File: config.mk
export PLATFORM = sky130hd
export DESIGN_NAME = axis_client_arbiter
export DESIGN_NICKNAME = d
export VERILOG_FILES = /design/src/rtl/axis_client_arbiter_pkg.sv /design/src/rtl/axis_skid_buffer.sv /design/src/rtl/axis_client_arbiter.sv
export SDC_FILE = /design/constraint.sdc
export NUM_CORES = 1
export LEC_CHECK = 0
export ABC_CLOCK_PERIOD_IN_PS = 2700
export BUFFER_PORTS_ARGS = -buffer_cell sky130_fd_sc_hd__buf_4
export CAP_MARGIN = 25
export CORE_MARGIN = 2
export CORE_UTILIZATION = 49
export DETAILED_ROUTE_END_ITERATION = 8
export GPL_ROUTABILITY_DRIVEN = 0
export PLACE_DENSITY = 0.77
export SLEW_MARGIN = 20
export SYNTH_ARGS = -nofsm -noshare
export SYNTH_HDL_FRONTEND = slang
export SYNTH_SLANG_ARGS = --single-unit
export TNS_END_PERCENT = 50
File: constraint.sdc
create_clock -name clk -period 2.7 [get_ports clk]
set_input_delay 0.135 -clock clk [delete_from_list [all_inputs] [get_ports clk]]
set_output_delay 0.135 -clock clk [all_outputs]
set_load 0.03 [all_outputs]
File: src/rtl/axis_client_arbiter_pkg.sv
// Shared widths, FSM state type and index-width helper for the client arbiter.
package axis_client_arbiter_pkg;

    localparam int ARB_NUM_CLIENTS = 4;
    localparam int ARB_DATAW       = 32;
    localparam int ARB_DESTW       = 4;
    localparam int ARB_IDW         = 4;
    localparam int ARB_MAX_DATAW   = 64;

    function automatic int idx_width(input int n);
        return (n > 1) ? $clog2(n) : 1;
    endfunction

    localparam int ARB_IDXW = idx_width(ARB_NUM_CLIENTS);

    typedef enum logic {
        ST_IDLE,
        ST_LOCKED
    } arb_state_e;

endpackage

File: src/rtl/axis_skid_buffer.sv
// Two-entry AXIS register slice: registered ready, registered outputs, 1-cycle latency.
module axis_skid_buffer #(
    parameter int W = 8
) (
    input  logic         clk,
    input  logic         rst_n,
    input  logic         in_valid,
    output logic         in_ready,
    input  logic [W-1:0] in_data,
    output logic         out_valid,
    input  logic         out_ready,
    output logic [W-1:0] out_data
);

    logic         skid_valid;
    logic [W-1:0] skid_data;
    logic         push;

    // Full only when the skid entry is occupied, so ready is a pure register.
    assign in_ready = ~skid_valid;
    assign push     = in_valid & in_ready;

    always_ff @(posedge clk or negedge rst_n) begin
        if (!rst_n) begin
            out_valid  <= 1'b0;
            out_data   <= '0;
            skid_valid <= 1'b0;
            skid_data  <= '0;
        end else if (!out_valid || out_ready) begin
            if (skid_valid) begin
                out_valid  <= 1'b1;
                out_data   <= skid_data;
                skid_valid <= 1'b0;
            end else begin
                out_valid <= push;
                if (push) out_data <= in_data;
            end
        end else if (push) begin
            skid_valid <= 1'b1;
            skid_data  <= in_data;
        end
    end

endmodule

File: src/rtl/axis_client_arbiter.sv
// Packet-level round-robin arbiter merging client streams onto one AXIS NoC port.
module axis_client_arbiter
    import axis_client_arbiter_pkg::*;
#(
    parameter int NUM_CLIENTS = ARB_NUM_CLIENTS,
    parameter int DATAW       = ARB_DATAW,
    parameter int DESTW       = ARB_DESTW,
    parameter int IDW         = ARB_IDW,
    parameter int MAX_DATAW   = ARB_MAX_DATAW,
    parameter int IDXW        = idx_width(NUM_CLIENTS)
) (
    input  logic                         clk,
    input  logic                         rst_n,
    input  logic [NUM_CLIENTS-1:0]       client_tvalid,
    input  logic [NUM_CLIENTS-1:0]       client_tlast,
    input  logic [NUM_CLIENTS*DATAW-1:0] client_tdata,
    input  logic [NUM_CLIENTS*DESTW-1:0] client_tdest,
    output logic [NUM_CLIENTS-1:0]       client_tready,
    output logic                         axis_tvalid,
    input  logic                         axis_tready,
    output logic                         axis_tlast,
    output logic [DESTW-1:0]             axis_tdest,
    output logic [IDW-1:0]               axis_tid,
    output logic [MAX_DATAW-1:0]         axis_tdata,
    output logic                         busy,
    output logic [IDXW-1:0]              grant_idx,
    output logic [31:0]                  pkt_count
);

    localparam int PAYW = 1 + DESTW + IDW + MAX_DATAW;

    arb_state_e       state;
    logic [IDXW-1:0]  rr_ptr;
    logic             slice_ready;
    logic             accept;
    logic             g_valid;
    logic             g_last;
    logic [DATAW-1:0] g_data;
    logic [DESTW-1:0] g_dest;
    logic [PAYW-1:0]  slice_in;
    logic [PAYW-1:0]  slice_out;

    // First requester at or after ptr, wrapping; lowest offset wins.
    function automatic logic [IDXW-1:0] rr_pick(input logic [NUM_CLIENTS-1:0] req,
                                                input logic [IDXW-1:0] ptr);
        int idx;
        rr_pick = ptr;
        for (int k = NUM_CLIENTS - 1; k >= 0; k--) begin
            idx = (int'(ptr) + k) % NUM_CLIENTS;
            if (req[idx]) rr_pick = IDXW'(idx);
        end
    endfunction

    function automatic logic [IDXW-1:0] rr_next(input logic [IDXW-1:0] g);
        return (int'(g) + 1 >= NUM_CLIENTS) ? '0 : IDXW'(int'(g) + 1);
    endfunction

    always_comb begin
        g_valid       = client_tvalid[grant_idx];
        g_last        = client_tlast[grant_idx];
        g_data        = client_tdata[int'(grant_idx)*DATAW +: DATAW];
        g_dest        = client_tdest[int'(grant_idx)*DESTW +: DESTW];
        client_tready = '0;
        if (state == ST_LOCKED) client_tready[grant_idx] = slice_ready;
        accept        = (state == ST_LOCKED) && g_valid && slice_ready;
    end

    assign slice_in = {g_last, g_dest, IDW'(grant_idx), MAX_DATAW'(g_data)};

    always_ff @(posedge clk or negedge rst_n) begin
        if (!rst_n) begin
            state     <= ST_IDLE;
            rr_ptr    <= '0;
            grant_idx <= '0;
            busy      <= 1'b0;
            pkt_count <= '0;
        end else begin
            case (state)
                ST_IDLE: begin
                    if (|client_tvalid) begin
                        grant_idx <= rr_pick(client_tvalid, rr_ptr);
                        state     <= ST_LOCKED;
                        busy      <= 1'b1;
                    end
                end
                ST_LOCKED: begin
                    // Lock is released only by an accepted tlast; a stalled client holds it.
                    if (accept && g_last) begin
                        state     <= ST_IDLE;
                        busy      <= 1'b0;
                        rr_ptr    <= rr_next(grant_idx);
                        pkt_count <= pkt_count + 32'd1;
                    end
                end
                default: state <= ST_IDLE;
            endcase
        end
    end

    axis_skid_buffer #(
        .W(PAYW)
    ) u_slice (
        .clk      (clk),
        .rst_n    (rst_n),
        .in_valid (accept),
        .in_ready (slice_ready),
        .in_data  (slice_in),
        .out_valid(axis_tvalid),
        .out_ready(axis_tready),
        .out_data (slice_out)
    );

    assign {axis_tlast, axis_tdest, axis_tid, axis_tdata} = slice_out;

endmodule

# [Word-level counts from Yosys, hierarchy flattened]
# Index checks and enable logic that the tools add are counted.
# W data, S select, Z words.
[op_classes] addsub=5 n_lt_le_gt_ge=7 eq_ne=2 n_shift=2 n_mux=34 n_bitwise=8 reduce_logical=17
[op_table] cell="$mux W73" count=2
[op_table] cell="$shiftx A128 B8 Y32" count=1
[op_table] cell="$add A32 B1 Y32 const B" count=1
[op_table] cell="$ge A32 B4 Y1 const B" count=1
[op_table] cell="$mux W1" count=17
[op_table] cell="$shiftx A16 B5 Y4" count=1
[op_table] cell="$bmux W1 S2" count=6
[op_table] cell="$lt A3 B4 Y1 const B" count=3
[op_table] cell="$mux W2" count=5
[op_table] cell="$reduce_and A2 Y1" count=5
[op_table] cell="$lt A2 B3 Y1 const B" count=2
[op_table] cell="$reduce_or A2 Y1" count=3
[op_table] cell="$add A2 B2 Y2 const B" count=2
[op_table] cell="$and A4 B4 Y4" count=1
[op_table] cell="$logic_and A1 B1 Y1" count=4
[op_table] cell="$mux W4" count=1
[op_table] cell="$pmux W1 S2" count=2
[op_table] cell="$reduce_bool A2 Y1" count=2
[op_table] cell="$reduce_or A4 Y1" count=1
[op_table] cell="$add A2 B1 Y3 const B" count=1
[op_table] cell="$and A1 B1 Y1 const A" count=3
[op_table] cell="$not A1 Y1" count=3
[op_table] cell="$add A2 B1 Y2 const B" count=1
[op_table] cell="$demux W1 S2" count=1
[op_table] cell="other kinds (6)" count=6
[word_totals] register_bits=152 out_inout_bits=113 elab_cells=84

# [Logic depth before layout (Yosys ltp)]
# Gate-level depths: netlist (run 1).
[logic_depth] ltp_word=10 depth_mapped=7 depth_no_buf=5

# [Hierarchy]
# A second synthesis (run 1) with hierarchy kept.
[unflattened] cells_unflattened=633 hier_area_um2=9766.9
[modules_own_cells] module="axis_skid_buffer" n_inst=1 cells_per_inst=398 area_per_inst_um2=6961.7 seq_area_each_um2=3703.6
[modules_own_cells] module="axis_client_arbiter" n_inst=1 cells_per_inst=235 area_per_inst_um2=2805.2 seq_area_each_um2=950.9

# [Worst setup path before layout (run 1)]
# OpenSTA, ideal clock, no wires.
[synth_timing] path_kind="flip-flop to flip-flop" startpoint="register grant_idx[0]" endpoint="register u_slice.out_data[0]" setup_ns=0.125 t_arrival_ns=2.116 setup_slack_ns=0.460 path_stages_with_launch=7 path_cell_list="dfrtp_1 > buf_2 > buf_6 > buf_6 > mux4_2 > mux2_2 > mux2_2"
[synth_via] elab_chain_cells=7 elab_cells_between_ends=10 cone_classes="1 x shift; 4 x mux; 1 x bitwise; 4 x reduce/logical"
[synth_lines] item="start, declared" line="axis_client_arbiter.sv:26" rtl="output logic [IDXW-1:0] grant_idx,"
[synth_lines] item="start signal, assigned" line="axis_client_arbiter.sv:81" rtl="grant_idx <= rr_pick(client_tvalid, rr_ptr);"
[synth_lines] item="branches (longest 7 deep; another with $shiftx A128 B8 Y32)"
[synth_lines] item="end signal, assigned" line="axis_skid_buffer.sv:32" rtl="out_data <= skid_data;"
[synth_lines] item="end signal, assigned" line="axis_skid_buffer.sv:36" rtl="if (push) out_data <= in_data;"
[synth_lines] item="end, declared" line="axis_skid_buffer.sv:12" rtl="output logic [W-1:0] out_data"
# Several ways; the timed one is not identified. The select of a mux whose other input is x is not followed.
# A chain may end at the register's enable or synchronous reset.

# [Worst setup path after layout (run 1)]
[layout_timing] startpoint="register grant_idx[1]" endpoint="register u_slice.out_data[27]"
# Same word-level chain as after synthesis.

==> impl_metrics.toml, run 1 <==
[route]
firstDrtPassIters = 4
vias = 4891
vias_per_cell = 5.30
ant_nets = 0
drt_iter0_markers = 263
wl_per_cell_um = 17.4
drc = 0
routed_wl_um = 16000

[sta]
post-route-period-util_pct = 87.1
setup_violations = 0
tightest_slew_ns = 0.828
setup_slack_ns = 0.348
maxSlewViolCount = 0
finClkSkew_ns = 0.00886
finalHoldViolations = 0
rsz0062_at_grt = "no"
slew-limit-headroom_pct = 44.7
max_freq_mhz = 425
fin_crit_ns = 2.35
setup_tns_ns = 0

[worst_setup_path]
cp.required_ns = 2.98
path_class = "register to register"
start_kind = "register"
worstRegToRegCells = 5
arrival_ns = 2.63
end_kind = "register"
critPathMaxFanout = 27

[global_routing]
antenna_found_initial = 0
grt_overflow = 0
grt_max_degree = 44
grt_util_all_layers_pct = 22.9
first_global_vias = 5228
grt_pass1_wl_um = 25700

[finish]
multi_input_area_um2 = 3350
postLayoutCoreUtil_pct = 68.7
fin_cells = 922
syn_to_final_growth_pct = 37.5
nets = 893
nFillCells = 957
seq_area_um2 = 2960
diodes = 0
layout-drive-gt1-share_pct = 57.9

[yosys]
synth_top_area_share_pct = 44.8
ys_top_cells_by_count = "dfrtp_1, mux2_2, mux4_2"
yosys_warnings = 0
synth.most_common_cell = "dfrtp_1"
seq_area_frac_synth_pct = 44.8
syn_area_per_cell_um2 = 13.3
synth_cells = 497
synth.largest_area_cell = "dfrtp_1"
ys_ff_latch = 118
async_flop_share_pct = 100
ys_types = 41
synth_edf_count = 0
synth-main-ff-cell = "dfrtp_1"
mappedNetlistArea_um2 = 6590
ys_top_cells_by_area = "dfrtp_1, mux2_2, mux4_2"

[floorplanning]
die_area_um2 = 14400
dieHeight_um = 120
start_util_pct = 50.0
fp-row-count = 42
die_w_um = 120
core-area_um2 = 13200
ios = 268

[min_path]
hold_path.class = "input pin to register"
hold_depth = 3

[power]
ir_drop_v = 0.000542
p_total_uw = 10400
leakagePower_uw = 0.00419
power_density_nw_per_um2 = 1140

[cts]
cts-root-buf = "clkbuf_16"
cts_setup_buffers = 0
cts_resized = 0
htree_levels = 4
cts_tree = "done"
clkTransAtPathRegs_ns = 0.05
cts_sinks = 118
insertion_delay_ns = 0.40
cts_inserted_buffers = 17
cts_buffer_depth = 2

[placed_design]
dp_slack_ns = 0.310
dp_cells = 889
dp_hpwl_um = 12000
portBuffers = 233

[status]
status = "completed"

[run]
maxCapViolCount = 0
registers in the layout, summed over array words and instances (netlist names):
| register | flops |
|---|---|
| busy | 1 |
| grant_idx | 2 |
| pkt_count | 32 |
| rr_ptr | 2 |
| state | 1 |
| u_slice.out_data | 39 |
| u_slice.out_valid | 1 |
| u_slice.skid_data | 39 |
| u_slice.skid_valid | 1 |
critical path, cell delays in order, from the launching register on:
cell and delay [ns]:
dfrtp_2 0.40, mux4_2 0.35, a21oi_2 0.08, nor2_4 0.64, buf_4 0.38, mux2_2 0.37
layout make-up:
type | instances | area share, %
clock buffers | 21 | 5.19
clock inverters | 11 | 2.17
inverters | 10 | 0.414
multi-input cells | 343 | 36.9
flip-flops and latches | 118 | 32.6
well taps | 176 | 2.43
repair buffers | 243 | 20.3
metal layers:
layer	GRT usage [%]	up-vias	part of all wire, %
li1	-	2255	-
met1	28.0	2420	40
met2	39.7	193	52
met3	5.56	23	6.6
met4	7.72	0	1.7
met5	0	-	0
placed cells by master (no fill, tap or decap), types with 2 or more instances in the layout:
cell type,instances
a21o_1,2
a21oi_1,2
and2_1,6
and3_1,4
and4_1,5
buf_4,241
bufinv_16,5
clkbuf_16,17
clkbuf_8,3
clkinvlp_4,5
conb_1,34
dfrtp_1,115
dfrtp_2,3
ha_1,5
inv_1,10
mux2_2,104
mux2_4,10
mux4_2,38
nand2_1,22
nand3_1,11
nand4_1,16
nor2_1,6
nor2b_1,2
nor3_1,6
nor4_1,14
o21ai_0,6
o22ai_1,3
or3_1,2
xnor2_1,16
xor2_1,15
metrics by stage:
| step | area, um^2 | hold WS (ns) |
|---|---|---|
| 2_1_floorplan | 6720 | -0.161 |
| 3_3_place_gp | 8390 | 0.144 |
| 3_5_place_dp | 8390 | 0.146 |
| 4_1_cts | 9070 | 0.00287 |
| 5_1_grt | 9070 | 0.0296 |
| 6_report | 9070 | 0.0180 |
cell families after synthesis:
family / synth area share [%]
multiplexers: 33.0
adder cells (fa/ha/maj): 0.949
XOR/XNOR: 4.12
AND/OR/NAND/NOR: 8.86
flip-flops: 44.8
buffers and inverters: 6.53
AO/OA/AOI/OAI: 1.67
other: 0.0569
path summary, 6_finish.rpt:
| check | start | end | slack, ns |
|---|---|---|---|
| worst min register to register | pkt_count[31] | pkt_count[31] | 0.47 |
| min in group asynchronous | rst_n | pkt_count[20] | 0.26 |
| max in group asynchronous | rst_n | u_slice.skid_data[69] | 1.58 |
| worst max-delay path | grant_idx[1] | u_slice.out_data[27] | 0.35 |
| worst max register to register | grant_idx[1] | u_slice.out_data[27] | 0.35 |
| worst min-delay path | axis_tready | u_slice.skid_valid | 0.02 |
repair_timing:
| action | CTS | global route |
|---|---|---|
| endpoints found under the hold margin | 39 | 0 |
| hold buffers | 1 | 0 |
| endpoints found under the setup margin | 0 | 0 |
report_power, final:
part           leakage, uW  switching (uW)  internal, uW  total [uW]
sequential         0.00144             449          2500        2940
combinational      0.00244            2420          2510        4930
clock             0.000308             792          1710        2510
total              0.00419            3660          6720       10400
Note: power is estimated with default switching activity, not from simulation.
==> run 2: changes to the inputs <==
HOLD_SLACK_MARGIN = 0.05   (was default)
==> impl_metrics.toml, run 2 (synthesis results as in run 1) <==
[cts]
cts_buffer_depth = 2
cts_inserted_buffers = 17
cts_sinks = 118
cts_resized = 0
htree_levels = 4
clkTransAtPathRegs_ns = 0.05
insertion_delay_ns = 0.40
cts-root-buf = "clkbuf_16"
cts_tree = "done"

[sta]
fin_crit_ns = 2.35
maxSlewViolCount = 0
tightest_slew_ns = 0.829
setup_violations = 0
max_freq_mhz = 425
setup_tns_ns = 0
rsz0062_at_grt = "no"
finClkSkew_ns = 0.00862
finalHoldViolations = 0
post-route-period-util_pct = 87.2
slew-limit-headroom_pct = 44.6

[global_routing]
grt_max_degree = 44
grt_pass1_wl_um = 25800
antenna_found_initial = 0
grt_util_all_layers_pct = 22.9
grt_overflow = 0
first_global_vias = 5232

[floorplanning]
ios = 268
die_w_um = 120
fp-row-count = 42
die_area_um2 = 14400
start_util_pct = 50.0
core-area_um2 = 13200
dieHeight_um = 120

[route]
drt_iter0_markers = 288
drc = 0
vias = 4909
ant_nets = 0
firstDrtPassIters = 4
vias_per_cell = 5.32
routed_wl_um = 16100
wl_per_cell_um = 17.4

[finish]
diodes = 0
layout-drive-gt1-share_pct = 57.8
nFillCells = 955
fin_cells = 923
syn_to_final_growth_pct = 37.7
nets = 894
most-common-layout-cells = "buf_4, dfrtp_1, mux2_2"
top_regs = "u_slice.out_data: 39 flops, u_slice.skid_data: 39 flops, pkt_count: 32 flops"
mostFrequentLayoutCell = "buf_4"

[worst_setup_path]
arrival_ns = 2.64
start_kind = "register"
path_class = "register to register"
setup.worst_path.start = "grant_idx[1]"
critPathMaxFanout = 27
r2r_start = "grant_idx[1]"
worstRegToRegCells = 5
ff2ff_setup_slack_ns = 0.35
r2r_end = "u_slice.out_data[27]"
cp.required_ns = 2.98
cp-endpoint = "u_slice.out_data[27]"
end_kind = "register"

[power]
p_total_uw = 10400
leakagePower_uw = 0.00419
switching_share_pct = 35.3
intPower_uw = 6720
power_density_nw_per_um2 = 1140
seqPwrFrac_pct = 28.4
clockPowerShare_pct = 24.1
switching_power_uw = 3660
power_frac_comb_pct = 47.5
ir_drop_v = 0.000541

[placed_design]
portBuffers = 233
dp_cells = 889
dp_hpwl_um = 12000

[run]
maxCapViolCount = 0

[status]
status = "completed"

[min_path]
hold_path.class = "input pin to register"
## run 2: cell types whose count changed in the layout (fill, tap and decap cells not counted), sizes merged
cell / delta
dlygate4sd3: +1
## run 2: critical path: stages, from the launching register on
cell and delay [ns]:
dfrtp_2 0.40, mux4_2 0.35, a21oi_2 0.08, nor2_4 0.64
buf_4 0.38, mux2_2 0.37
## run 2: worst min-delay path by stage
stage | startpoint | endpoint | slack (ns) | depth (start not counted)
final | client_tvalid[3] | grant_idx[1] | 0.1 | 3
after global routing | client_tvalid[3] | grant_idx[1] | 0.13 | 3
after global placement | rst_n | pkt_count[20] | 0.14 | 1
after detailed placement | rst_n | pkt_count[20] | 0.15 | 1
after floorplan | rst_n | busy | -0.16 | 0
after CTS | client_tvalid[3] | grant_idx[1] | 0.08 | 3
## run 2: metrics by stage
stage	hold WS [ns]	area [um^2]	setup slack, ns	utilization (%)
final	0.0983	9080	0.345	68.8
after global routing	0.126	9080	0.192	68.8
after CTS	0.0833	9080	0.289	68.8
after detailed placement	0.146	8390	0.310	63.6
after global placement	0.144	8390	0.341	63.6
after floorplan	-0.161	6720	0.460	-
## run 2: layer usage
layer | track usage [%] | vias to the layer above | wire [um]
li1 | - | 2256 | -
met1 | 28.1 | 2439 | 6430
met2 | 39.7 | 191 | 8370
met3 | 5.56 | 23 | 1000
met4 | 7.72 | 0 | 282
met5 | 0 | - | 0
## run 2: final cells by class
cell class / count / area [um^2] / area share, %
timing repair buffer: 244 / 1850 / 20.4
clock inverter: 11 / 196 / 2.16
clock buffer: 21 / 470 / 5.18
tap: 176 / 220 / 2.43
multi-input combinational: 343 / 3350 / 36.9
sequential: 118 / 2960 / 32.6
inverter: 10 / 37.5 / 0.414
## run 2: repair_timing
item,CTS,global route
hold buffers,2,0
buffers inserted,0,0
hold endpoints to repair,41,0
## run 2: power groups by stage
stage          clock (uW)  sequential, uW  combinational, uW
6_report             2500            2940               4930
3_5_place_dp            0            2960               4990
3_3_place_gp            0            2920               4830
2_1_floorplan           0            3570               2940
5_1_grt              2640            3040               5300
4_1_cts              2550            2950               5000
